**config.mk**
```make
export PLATFORM = sky130hd
export DESIGN_NAME = vector_add_sequencer
export DESIGN_NICKNAME = d
export VERILOG_FILES = /design/src/rtl/vector_add_sequencer.sv
export SDC_FILE = /design/constraint.sdc
export NUM_CORES = 1
export LEC_CHECK = 0
export ABC_AREA = 1
export CORE_AREA = 3 3 173 301
export DETAILED_ROUTE_END_ITERATION = 10
export DIE_AREA = 0 0 176 304
export PLACE_DENSITY_LB_ADDON = 0.15
export SYNTH_ARGS = -nofsm -noshare
export SYNTH_HDL_FRONTEND = slang
export SYNTH_SLANG_ARGS = --single-unit
export TNS_END_PERCENT = 20
```
**constraint.sdc**
```tcl
create_clock -name clk -period 14.1 [get_ports clk]
set_input_delay 1.41 -clock clk [delete_from_list [all_inputs] [get_ports clk]]
set_output_delay 1.41 -clock clk [all_outputs]
set_load 0.1 [all_outputs]
```
**src/rtl/vector_add_sequencer.sv**
```systemverilog
// Vector adder that streams VLEN single-precision element pairs through one shared
// combinational float adder, one element per clock, and holds the sum until it is consumed.

module FloatingAddition (
  input  logic [31:0] a_i,
  input  logic [31:0] b_i,
  output logic [31:0] sum_o
);
  logic        a_nan_s, b_nan_s, a_inf_s, b_inf_s;
  logic        a_ge_s, big_sign_s, small_sign_s;
  logic [31:0] big_s, small_s;
  logic [7:0]  big_exp_s, small_exp_s, diff_s;
  logic [23:0] big_man_s, small_man_s;
  logic [26:0] small_ext_s, aligned_s, norm_s;
  logic [27:0] sum_s;
  logic [4:0]  lz_s, shift_s;
  logic [9:0]  exp_s, shift_lim_s;
  logic        round_up_s;
  logic [24:0] man_r_s;

  // IEEE-754 add, round-to-nearest-even, subnormals handled via an effective exponent of 1
  always_comb begin
    a_nan_s      = (a_i[30:23] == 8'hFF) && (a_i[22:0] != 23'd0);
    b_nan_s      = (b_i[30:23] == 8'hFF) && (b_i[22:0] != 23'd0);
    a_inf_s      = (a_i[30:23] == 8'hFF) && (a_i[22:0] == 23'd0);
    b_inf_s      = (b_i[30:23] == 8'hFF) && (b_i[22:0] == 23'd0);
    a_ge_s       = (a_i[30:0] >= b_i[30:0]);
    big_s        = a_ge_s ? a_i : b_i;
    small_s      = a_ge_s ? b_i : a_i;
    big_sign_s   = big_s[31];
    small_sign_s = small_s[31];
    big_exp_s    = (big_s[30:23] == 8'd0) ? 8'd1 : big_s[30:23];
    small_exp_s  = (small_s[30:23] == 8'd0) ? 8'd1 : small_s[30:23];
    big_man_s    = {(big_s[30:23] != 8'd0), big_s[22:0]};
    small_man_s  = {(small_s[30:23] != 8'd0), small_s[22:0]};
    diff_s       = big_exp_s - small_exp_s;
    small_ext_s  = {small_man_s, 3'b000};

    // Bits shifted out of the smaller operand collapse into the sticky LSB
    if (diff_s >= 8'd27) begin
      aligned_s = {26'd0, (small_man_s != 24'd0)};
    end else begin
      aligned_s    = small_ext_s >> diff_s;
      aligned_s[0] = aligned_s[0] | ((small_ext_s & ((27'd1 << diff_s) - 27'd1)) != 27'd0);
    end

    if (big_sign_s == small_sign_s) begin
      sum_s = {1'b0, big_man_s, 3'b000} + {1'b0, aligned_s};
    end else begin
      sum_s = {1'b0, big_man_s, 3'b000} - {1'b0, aligned_s};
    end

    lz_s = 5'd27;
    for (int i = 0; i < 27; i++) begin
      if (sum_s[i]) begin
        lz_s = 5'(26 - i);
      end else begin
        lz_s = lz_s;
      end
    end

    exp_s       = {2'b00, big_exp_s};
    shift_lim_s = exp_s - 10'd1;
    shift_s     = 5'd0;
    if (sum_s[27]) begin
      norm_s    = sum_s[27:1];
      norm_s[0] = sum_s[1] | sum_s[0];
      exp_s     = exp_s + 10'd1;
    end else begin
      shift_s = ({5'd0, lz_s} < shift_lim_s) ? lz_s : shift_lim_s[4:0];
      norm_s  = sum_s[26:0] << shift_s;
      exp_s   = exp_s - {5'd0, shift_s};
    end

    round_up_s = norm_s[2] & (norm_s[1] | norm_s[0] | norm_s[3]);
    man_r_s    = {1'b0, norm_s[26:3]} + {24'd0, round_up_s};
    if (man_r_s[24]) begin
      man_r_s = man_r_s >> 1;
      exp_s   = exp_s + 10'd1;
    end else begin
      man_r_s = man_r_s;
    end

    if (exp_s >= 10'd255) begin
      sum_o = {big_sign_s, 8'hFF, 23'd0};
    end else begin
      sum_o = {big_sign_s, (man_r_s[23] ? exp_s[7:0] : 8'd0), man_r_s[22:0]};
    end

    if (a_nan_s || b_nan_s || (a_inf_s && b_inf_s && (a_i[31] != b_i[31]))) begin
      sum_o = 32'h7FC0_0000;
    end else if (a_inf_s) begin
      sum_o = a_i;
    end else if (b_inf_s) begin
      sum_o = b_i;
    end else if (sum_s == 28'd0) begin
      sum_o = {(big_sign_s & small_sign_s), 31'd0};
    end else begin
      sum_o = sum_o;
    end
  end
endmodule

module vector_add_sequencer #(
  parameter int VLEN = 4
) (
  input  logic                 clk,
  input  logic                 rst_n,
  input  logic                 start,
  input  logic [32*VLEN-1:0]   A,
  input  logic [32*VLEN-1:0]   B,
  output logic                 ready,
  output logic                 busy,
  output logic [32*VLEN-1:0]   result,
  output logic                 result_valid,
  input  logic                 result_ready
);
  localparam int IDX_W = (VLEN > 1) ? $clog2(VLEN) : 1;
  localparam logic [IDX_W-1:0] LAST_IDX = IDX_W'(VLEN - 1);

  typedef enum logic [1:0] {IDLE = 2'd0, RUN = 2'd1, HOLD = 2'd2} state_e;

  state_e           state_q, state_d;
  logic [IDX_W-1:0] idx_q, idx_d;
  logic [31:0]      a_q [VLEN];
  logic [31:0]      a_d [VLEN];
  logic [31:0]      b_q [VLEN];
  logic [31:0]      b_d [VLEN];
  logic [31:0]      res_q [VLEN];
  logic [31:0]      res_d [VLEN];
  logic             ready_q, ready_d, busy_q, busy_d, valid_q, valid_d;
  logic [31:0]      sum_s;

  FloatingAddition u_fadd (
    .a_i  (a_q[idx_q]),
    .b_i  (b_q[idx_q]),
    .sum_o(sum_s)
  );

  // Next-state: operands are captured only on an accepted start, so later A/B changes are invisible
  always_comb begin
    state_d = state_q;
    idx_d   = idx_q;
    a_d     = a_q;
    b_d     = b_q;
    res_d   = res_q;
    case (state_q)
      IDLE: begin
        if (start) begin
          for (int i = 0; i < VLEN; i++) begin
            a_d[i] = A[32*i +: 32];
            b_d[i] = B[32*i +: 32];
          end
          idx_d   = '0;
          state_d = RUN;
        end else begin
          state_d = IDLE;
        end
      end
      RUN: begin
        res_d[idx_q] = sum_s;
        if (idx_q == LAST_IDX) begin
          state_d = HOLD;
        end else begin
          idx_d = idx_q + IDX_W'(1);
        end
      end
      HOLD: begin
        if (result_ready) begin
          state_d = IDLE;
        end else begin
          state_d = HOLD;
        end
      end
      default: begin
        state_d = IDLE;
        idx_d   = '0;
      end
    endcase
    ready_d = (state_d == IDLE);
    busy_d  = (state_d == RUN);
    valid_d = (state_d == HOLD);
  end

  // State, operand, result and status registers
  always_ff @(posedge clk or negedge rst_n) begin
    if (!rst_n) begin
      state_q <= IDLE;
      idx_q   <= '0;
      ready_q <= 1'b1;
      busy_q  <= 1'b0;
      valid_q <= 1'b0;
      for (int i = 0; i < VLEN; i++) begin
        a_q[i]   <= 32'd0;
        b_q[i]   <= 32'd0;
        res_q[i] <= 32'd0;
      end
    end else begin
      state_q <= state_d;
      idx_q   <= idx_d;
      ready_q <= ready_d;
      busy_q  <= busy_d;
      valid_q <= valid_d;
      for (int i = 0; i < VLEN; i++) begin
        a_q[i]   <= a_d[i];
        b_q[i]   <= b_d[i];
        res_q[i] <= res_d[i];
      end
    end
  end

  for (genvar g = 0; g < VLEN; g++) begin : g_result
    assign result[32*g +: 32] = res_q[g];
  end

  assign ready        = ready_q;
  assign busy         = busy_q;
  assign result_valid = valid_q;
endmodule

```
[Word-level counts from Yosys, hierarchy flattened]
Index checks and enable logic that the tools add are counted.
Word-level totals
  flip-flop bits (word level): 391
  input port bits: 260
  output and inout port bits: 131
  word-level logic and storage cells: 140
Cells by class
  add/sub/neg operators: 10
  $lt $le $gt $ge: 6
  eq/ne operators: 11
  shift-type cells: 3
  mux-type cells: 60
  bitwise logic cells: 9
  reduce and logical (&&, ||, !) cells: 24
Operators with widths (number)
  $mux 32: 11
  $bmux 32 s2: 2
  $bwmux 128: 1
  $mux 5: 17
  $demux 32 s2: 1
  $mux 27: 2
  $logic_not 23->1: 2
  $reduce_bool 23->1: 2
  $mux 4: 8
  $ge 31x31->1: 1
  $mux 31: 1
  $add 27x27->28: 1
  $logic_not 28->1: 1
  $mux 28: 1
  $sub 27x27->28: 1
  $and 27x27->27: 1
  $reduce_bool 27->1: 1
  $shl 1x8->27 const A: 1
  $shl 27x5->27: 1
  $shr 27x8->27: 1
  $sub 27x1->27 const B: 1
  $add 24x1->25: 1
  $mux 24: 1
  $mux 8: 3
  other kinds (33): 60

[Depth between registers and ports, before layout]
  depth after elaboration: 60
  mapped depth: 112
  depth with buffers taken out: 107

[Modules after synthesis]
From an unflattened synthesis, not the netlist that was laid out.
Second synthesis, totals
  cell total of the unflattened synthesis: 4411
  area, all modules: 29854.9 µm²
Modules (own cells, without submodules)
  vector_add_sequencer: times used 1, cells each 2113, area each 17783.3 µm², seq. area each 9785.6 µm²
  FloatingAddition: times used 1, cells each 2298, area each 12071.6 µm², seq. area each 0.0 µm²

[Worst setup path after synthesis]
OpenSTA, ideal clock, no wires.
  path type: reg-to-reg
  start point: register idx_q[0]
  end point: register res_q (netlist bit result[121])
  setup time: 120 ps
  data arrival time: 12899 ps
  data required time: 13980 ps
  slack: 1081 ps
  cell stages (with the launch flop): 104
  path buffers: 8
  clock period less this slack: 13019 ps
  cell sequence: dfrtp_1 -> inv_2 -> buf_2 -> buf_2 -> clkbuf_1 -> clkbuf_1 -> nand2_1 -> a32oi_1 -> inv_1 -> ha_1 -> nand2_1 -> nor2_1 -> nand2_1 -> nand2_1 -> nand2_1 -> nand2_1 -> nand2_2 -> nand2_4 -> [... 68 more ...] -> o22ai_1 -> nand2_1 -> inv_1 -> ha_1 -> nand3_2 -> nor2_1 -> nand3_1 -> nor2_4 -> nand3_2 -> clkinv_1 -> a21oi_1 -> nor2_4 -> nand2_8 -> buf_8 -> o21ai_1 -> nand2_2 -> nand2_1 -> nand2_1
Between the ends
  word-level cells in the longest chain between the ends: 60
  elaborated cells between the ends (all ways): 102
  those cells by class: add/sub: 9; order compare: 6; eq/ne: 4; shift: 3; mux: 53; bitwise: 7; reduce/logical: 20
Ends and longest elaborated chain
  start, declared: line 124  | logic [IDX_W-1:0] idx_q, idx_d;
  start signal, assigned: line 200  | idx_q <= idx_d;
  $not 2->3 (not written as such) *: line 135, 136, 161
  $bmux 32 s2 (on tied branches): line 135, 136
  $mux 32 (on tied branches) (2 in a row): line 135, 136
  $ge 31x31->1: line 27  | a_ge_s = (a_i[30:0] >= b_i[30:0]);
  $mux 32 (on tied branches): line 28, 29
  $logic_not 8->1 (on tied branches): line 32, 33
  $mux 8 (on tied branches): line 32, 33
  $sub 8x8->8: line 36  | diff_s = big_exp_s - small_exp_s;
  [... 43 more ...]
  $mux 10 / $mux 24 (equally long branches): line 77  | if (man_r_s[24]) begin
  $ge 10x8->1 / $mux 8 (equally long branches): line 84, 87
  $mux 31: line 84  | if (exp_s >= 10'd255) begin
  $mux 32: line 96  | end else if (sum_s == 28'd0) begin
  $mux 32: line 94  | end else if (b_inf_s) begin
  $mux 32: line 92  | end else if (a_inf_s) begin
  $mux 32: line 90  | if (a_nan_s || b_nan_s || (a_inf_s && b_inf_s && (a_i[31] != b_i[31]))) begin
  $bwmux 128 *: line 161  | res_d[idx_q] = sum_s;
  end signal, assigned by index: line 207  | res_q[i] <= res_d[i];
  end, declared: line 129  | logic [31:0] res_q [VLEN];
Every way passes the cells marked *; elsewhere a longest branch is shown, timed or not. The select of a mux whose other input is x is not followed.
A chain may end at the register's enable or synchronous reset.

[Worst setup path after layout]
  start point: register idx_q[0]
  end point: register res_q (netlist bit result[83])
Between the ends
  word-level cells in the longest chain between the ends: 60
  elaborated cells between the ends (all ways): 101
  those cells by class: add/sub: 9; order compare: 6; eq/ne: 4; shift: 3; mux: 52; bitwise: 7; reduce/logical: 20
Ends and longest elaborated chain (line)
  $not 2->3 (not written as such) *: 135, 136, 161
  $bmux 32 s2 (on tied branches): 135, 136
  $mux 32 (on tied branches) (2 in a row): 135, 136
  $ge 31x31->1: 27
  $mux 32 (on tied branches): 28, 29
  $logic_not 8->1 (on tied branches): 32, 33
  $mux 8 (on tied branches): 32, 33
  $sub 8x8->8: 36
  [... 43 more ...]
  $mux 10: 77
  $ge 10x8->1: 84
  $mux 31: 84
  $mux 32: 96
  $mux 32: 94
  $mux 32: 92
  $mux 32: 90
  $bwmux 128 *: 161
Marks and branches as above.

==> key figures <==
Run status
  • Status: finished, violations left
  • Violated checks: setup timing

Clock network
  • Num CTS Buffers: 35
  • CTS tree: done
  • Root Driver: clkbuf_16
  • # clock sinks: 391
  • # hold bufs at CTS: 0
  • Clock slew at reported path FFs: 0.07 ns
  • Clock buffer depth: 3
  • H-tree Lvls: 2
  • Clock Latency Late Sink: 0.57 ns

Placed design
  • Port Buf Inserts: 390
  • Post-DP HPWL: 87.62 mm
  • DP Area: 34370 µm²
  • Pre-CTS WS: -0.2609 ns
  • Routability cong.: 1.083
  • Placed cells: 4913

Critical path
  • Startpoint Class: flop
  • CP delay by family, top: simple AND/OR/NAND/NOR gates
  • Crit-path most repeated cell: nand2_1
  • CP peak stage delay: 0.59 ns
  • Crit Path Class: reg2reg
  • WP buf/inv: 17
  • Crit path max fanout: 9
  • Slowest CP cell: dfrtp_4
  • CP arrival: 14.57 ns
  • Worst path required time: 14.54 ns
  • Worst setup EP type: flop

Die
  • Std cell rows: 108
  • Die Width: 176 µm
  • Starting Density: 56.58%
  • Io pins: 391
  • Die Footprint: 53500 µm²
  • Core footprint: 49860 µm²
  • Die Ht: 304 µm

Global routing
  • Total GRT Usage: 42.57%
  • Total gr overflow: 0
  • Antenna violations before repair: 14
  • Vias in the first global route: 30680
  • First-pass GRT wire length: 175.4 mm
  • Largest net degree at the start of global routing: 186

Finish
  • Area grow syn2layout: 31.64%
  • # fillers: 3639
  • Post-route insts no fill: 5043
  • # nets final: 4710
  • Finished Cell Area: 37140 µm²
  • Layout cells sized above 1: 21.69%

Route
  • Post-route ant nets: 0
  • DRT Pass-1 Iters: 6
  • Wire length per cell: 24.75 µm
  • Drt total wl: 124.8 mm
  • DRC: 0
  • Vias: 31330
  • Vias per Instance: 6.213
  • Detailed Route Iter0 Violations: 2994

Synthesis
  • EDFF count, synth: 0
  • Yosys warns: 0
  • Post-synthesis cell count: 3779
  • Synth cell types: 73
  • Syn_nets: 4144
  • Synth Register Bits: 391
  • Synth Cell Area: 28210 µm²
  • Sequential area share after synthesis: 34.69%
  • Main synth FF type: dfrtp_1
  • Asr flop ratio synth: 100.0%
  • Avg Cell Area, Syn: 7.465 µm²

STA
  • Tcrit/Tclk final: 100.2%
  • RSZ-0062 raised after global routing: true
  • Minimum clock period: 14.13 ns
  • Worst-margin pin slew: 1.284 ns
  • Hold Vio Cnt, Final: 0
  • Fmax achieved: 70.77 MHz
  • Slew Viols, Final: 0
  • PnR worst setup slack: -0.02969 ns
  • Clock Skew: 0.02463 ns
  • Slew headroom: 14.42%
  • Final setup fails: 6

Flow run
  • Maxcap violations: 0

Min path
  • Min-delay worst type: reg2reg
## cells by family after synthesis
logic type | synth area share [%]
DFF | 34.69
adders and majority gates | 4.737
buffers and inverters | 7.092
AOI/OAI and AO/OA | 10.44
xor gates and xnor gates | 1.455
muxes | 10.22
and+or+nand+nor | 31.37
## routing by layer
| metal | global-route usage [%] | vias up | part of all wire, % |
|---|---|---|---|
| li1 | - | 13810 | - |
| met1 | 39.01 | 14620 | 29 |
| met2 | 76.21 | 2016 | 50 |
| met3 | 7.890 | 883 | 7.5 |
| met4 | 41.66 | 4 | 14 |
| met5 | 0 | - | 0.020 |
## flip-flops by register name, indices dropped and copies added (netlist names)
name / flops
result: 128
b_q: 128
result_valid: 1
state_q: 2
a_q: 128
busy: 1
ready: 1
idx_q: 2
## cell type report
class,count,area [µm²],area share (%)
Multi-Input combinational cell,2914,17220,46.36
Sequential cell,391,9791,26.36
Timing Repair Buffer,712,6918,18.63
Inverter,290,1114,2.999
Clock buffer,51,1036,2.790
Tap cell,660,825.8,2.224
Clock inverter,12,190.2,0.5121
Antenna cell,12,30.03,0.08086
Timing Repair inverter,1,16.27,0.04380
## tightest hold or removal path, stage by stage (launching register included)
cell and delay, ns:
dfrtp_1 0.34, nand2_1 0.05, nand2_1 0.05
## cell usage in the layout (no fill, tap or decap), types with 65 or more instances in the layout
master	instances
a21oi_1	107
nand2_1	1047
inv_1	245
o21ai_0	152
buf_4	269
mux2_2	256
nand4_1	65
clkdlybuf4s50_1	389
nor2_1	250
ha_1	97
nand2_2	70
nand3_1	429
dfrtp_1	388
## synth_stat cells (all sizes together) (5+ instances only)
cell type / n / area (µm²)
o21ai: 226 / 1210
nor4: 13 / 81.33
mux2: 256 / 2883
o31ai: 9 / 67.56
dfrtp: 390 / 9759
nand4: 65 / 406.6
or2: 6 / 37.54
a32oi: 17 / 212.7
nor3: 21 / 116.4
a32o: 12 / 120.1
a31oi: 12 / 75.07
xnor2: 11 / 103.9
nand3: 480 / 2465
o22ai: 46 / 287.8
nor2: 292 / 1200
a211oi: 5 / 37.54
a21oi: 121 / 620.6
xor2: 32 / 306.5
o211ai: 9 / 67.56
inv: 280 / 1054
clkinv: 10 / 37.54
buf: 97 / 575.6
ha: 102 / 1276
nand2: 1132 / 4452
clkbuf: 89 / 334.1
## final timing paths
check | slack (ns) | from | cells past startpoint | to
setup / recovery | -0.03 | idx_q[0] | 94 | result[83]
hold / removal | 0.48 | result[89] | 2 | result[89]
setup reg to reg | -0.03 | idx_q[0] | 94 | result[83]
hold reg to reg | 0.48 | result[89] | 2 | result[89]
max in group asynchronous | 11.01 | rst_n | 3 | a_q[86]
min in group asynchronous | 0.84 | rst_n | 1 | result[29]
## stage by stage
step / setup TNS, ns / hold WS [ns] / util [%]
2_1_floorplan: 0 / 0.4739 / -
3_3_place_gp: 0 / 0.4621 / 68.93
3_5_place_dp: -17.46 / 0.4642 / 68.93
4_1_cts: 0 / 0.4812 / 71.66
5_1_grt: -105.22 / 0.4941 / 74.47
6_report: -0.08936 / 0.4755 / 74.48
## what timing repair did
item                                    CTS  global route
pin swaps                                 1            53
gates resized for setup                   6           221
setup buffers                             1            40
gates cloned                              3            11
endpoints found under the setup margin  124           124
Power is not shown: default switching activity piles up to over one toggle a cycle in this logic, so the estimate is an artifact.
==> patch: new RTL, same settings <==
`VLEN`: 4 -> 2.
--- a/src/rtl/vector_add_sequencer.sv
+++ b/src/rtl/vector_add_sequencer.sv
@@ -102,7 +102,7 @@
 endmodule
 
 module vector_add_sequencer #(
-  parameter int VLEN = 4
+  parameter int VLEN = 2
 ) (
   input  logic                 clk,
   input  logic                 rst_n,
Interface: changed (resized A, B and result); port bits go from 391 to 199. No check against the original RTL was run, so the function may have changed too.
==> patch against the original RTL <==
- die area stayed put
- sequential share of layout area shrank 6.9 points
- setup slack better by 0.83 ns
- via count is 30% lower
- cell count is 19% lower
- area after synthesis down 30%
- final area fell by 31%
- clock skew is 0.0046 ns lower
- sequential cell count fell by 193
- routed wire length shrank 34%
- hold slack better by 0.0087 ns
- count of clock-buffer cells in the layout decreased by 34
- critical path type unchanged
- highest routed layer is now met4
Power is left out: the tool's default activity adds up to more than one toggle a clock period on the data nets, which glitch-free logic cannot reach.
==> patch: results (changes against the original RTL) <==
[grt]
use_met1_pct=29.2  ; -9.8 points
grt_max_degree=87  ; -53%
grt_pass1_wl_mm=124  ; -29%
antenna_found_initial=0  ; -14
first_global_vias=22126  ; -28%
use_met3_pct=2.83  ; -5.1 points

[drt]
drt-met1-wl_mm=27.8  ; -23%
wl_mm=82.1  ; -34%
top_layer=met4
drt_pass1_iterations=8  ; +2

[timing]
max_slew_margin_pct=8.38  ; -6.0 points
fin_skew_ns=0.0200  ; -0.00460 ns

[min_path]
min_from=result[38]

[layout]
nFillCells=5043  ; +39%
antennaDiodeCount=0  ; -12
instances_no_fill=4062  ; -19%
final_nets=3622  ; -23%

[clocking]
cts_buffer_depth=2  ; -1
cts-buffers-inserted=17  ; -51%
htree_levels=4  ; +2
insertion_delay_ns=0.47  ; -0.10 ns

[logic_synthesis]
synth_area_leaders=dfrtp_1 25%, nand2_1 18%, nand3_1 10%, mux2_2 7.3%, ha_1 6.2%
synth_area_per_cell_sq_um=6.64  ; -11%

[critical_path]
cp_slowest_stage_delay_ns=0.53  ; -0.06 ns
r2r_start=idx_q
path_max_fanout=16  ; +7

[place]
globalplace.congestion=1.02  ; -6.2%
placed_area_sq_um=24200  ; -30%
dpl.cell_count=3999  ; -19%

[run_status]
status=finished, final reports clean

==> patch: cell types whose count changed after synthesis, moves of 13 or more <==
cell,delta
nand2_1,-145
o21ai_1,-16
a21oi_1,-34
mux2i_1,+27
buf_2,-19
o22ai_1,-35
dfrtp_1,-193
mux2_2,-128
buf_1,-13
nand3_1,-63
or2_2,+17
o21ai_0,-43
clkbuf_1,-29
nor2_1,-77
==> patch: cell type report <==
class | instances | area, sq um | area share, %
clock buffers | 17 | 425 | 1.67
clock inverters | 15 | 188 | 0.735
inverters | 272 | 1040 | 4.07
multi-input cells | 2374 | 13500 | 53.0
flip-flops and latches | 198 | 4960 | 19.4
well taps | 660 | 826 | 3.24
repair buffers | 525 | 4550 | 17.8
repair inverters | 1 | 8.76 | 0.0343
==> patch: per-stage QoR <==
stage,hold WS (ns),setup TNS [ns],setup WS [ns]
global route,0.497,-8.08,-0.214
CTS,0.487,0,0.00143
finish,0.484,0,0.802
global placement,0.463,0,0.0781
detailed placement,0.465,-0.501,-0.0741
floorplan,0.433,0,1.40
==> patch: path summary, 6_finish.rpt <==
check | to | cells after the start
worst max-delay path | result[10] | 96
worst min-delay path | result[38] | 2
worst max register to register | result[10] | 96
worst min register to register | result[38] | 2
max in group asynchronous | b_q[12] | 3
min in group asynchronous | result[10] | 1
==> patch: cells by family (layout without fill, tap and decap cells) <==
group           after synthesis  after routing  synth area share, %
simple gates               1759           1763                 39.9
buf+inv                     394            830                 8.46
compound gates              316            317                 9.25
flops                       198            198                 25.2
mux                         155            155                 8.71
fa+ha+maj                   101            101                 6.55
xor+xnor                     38             38                 1.92
==> patch: what timing repair did <==
item,CTS,global route
gates cloned,0,6
hold endpoints to repair,0,0
gates resized for setup,7,132
endpoints found under the setup margin,16,62
pin swaps,0,24
setup buffers,0,25
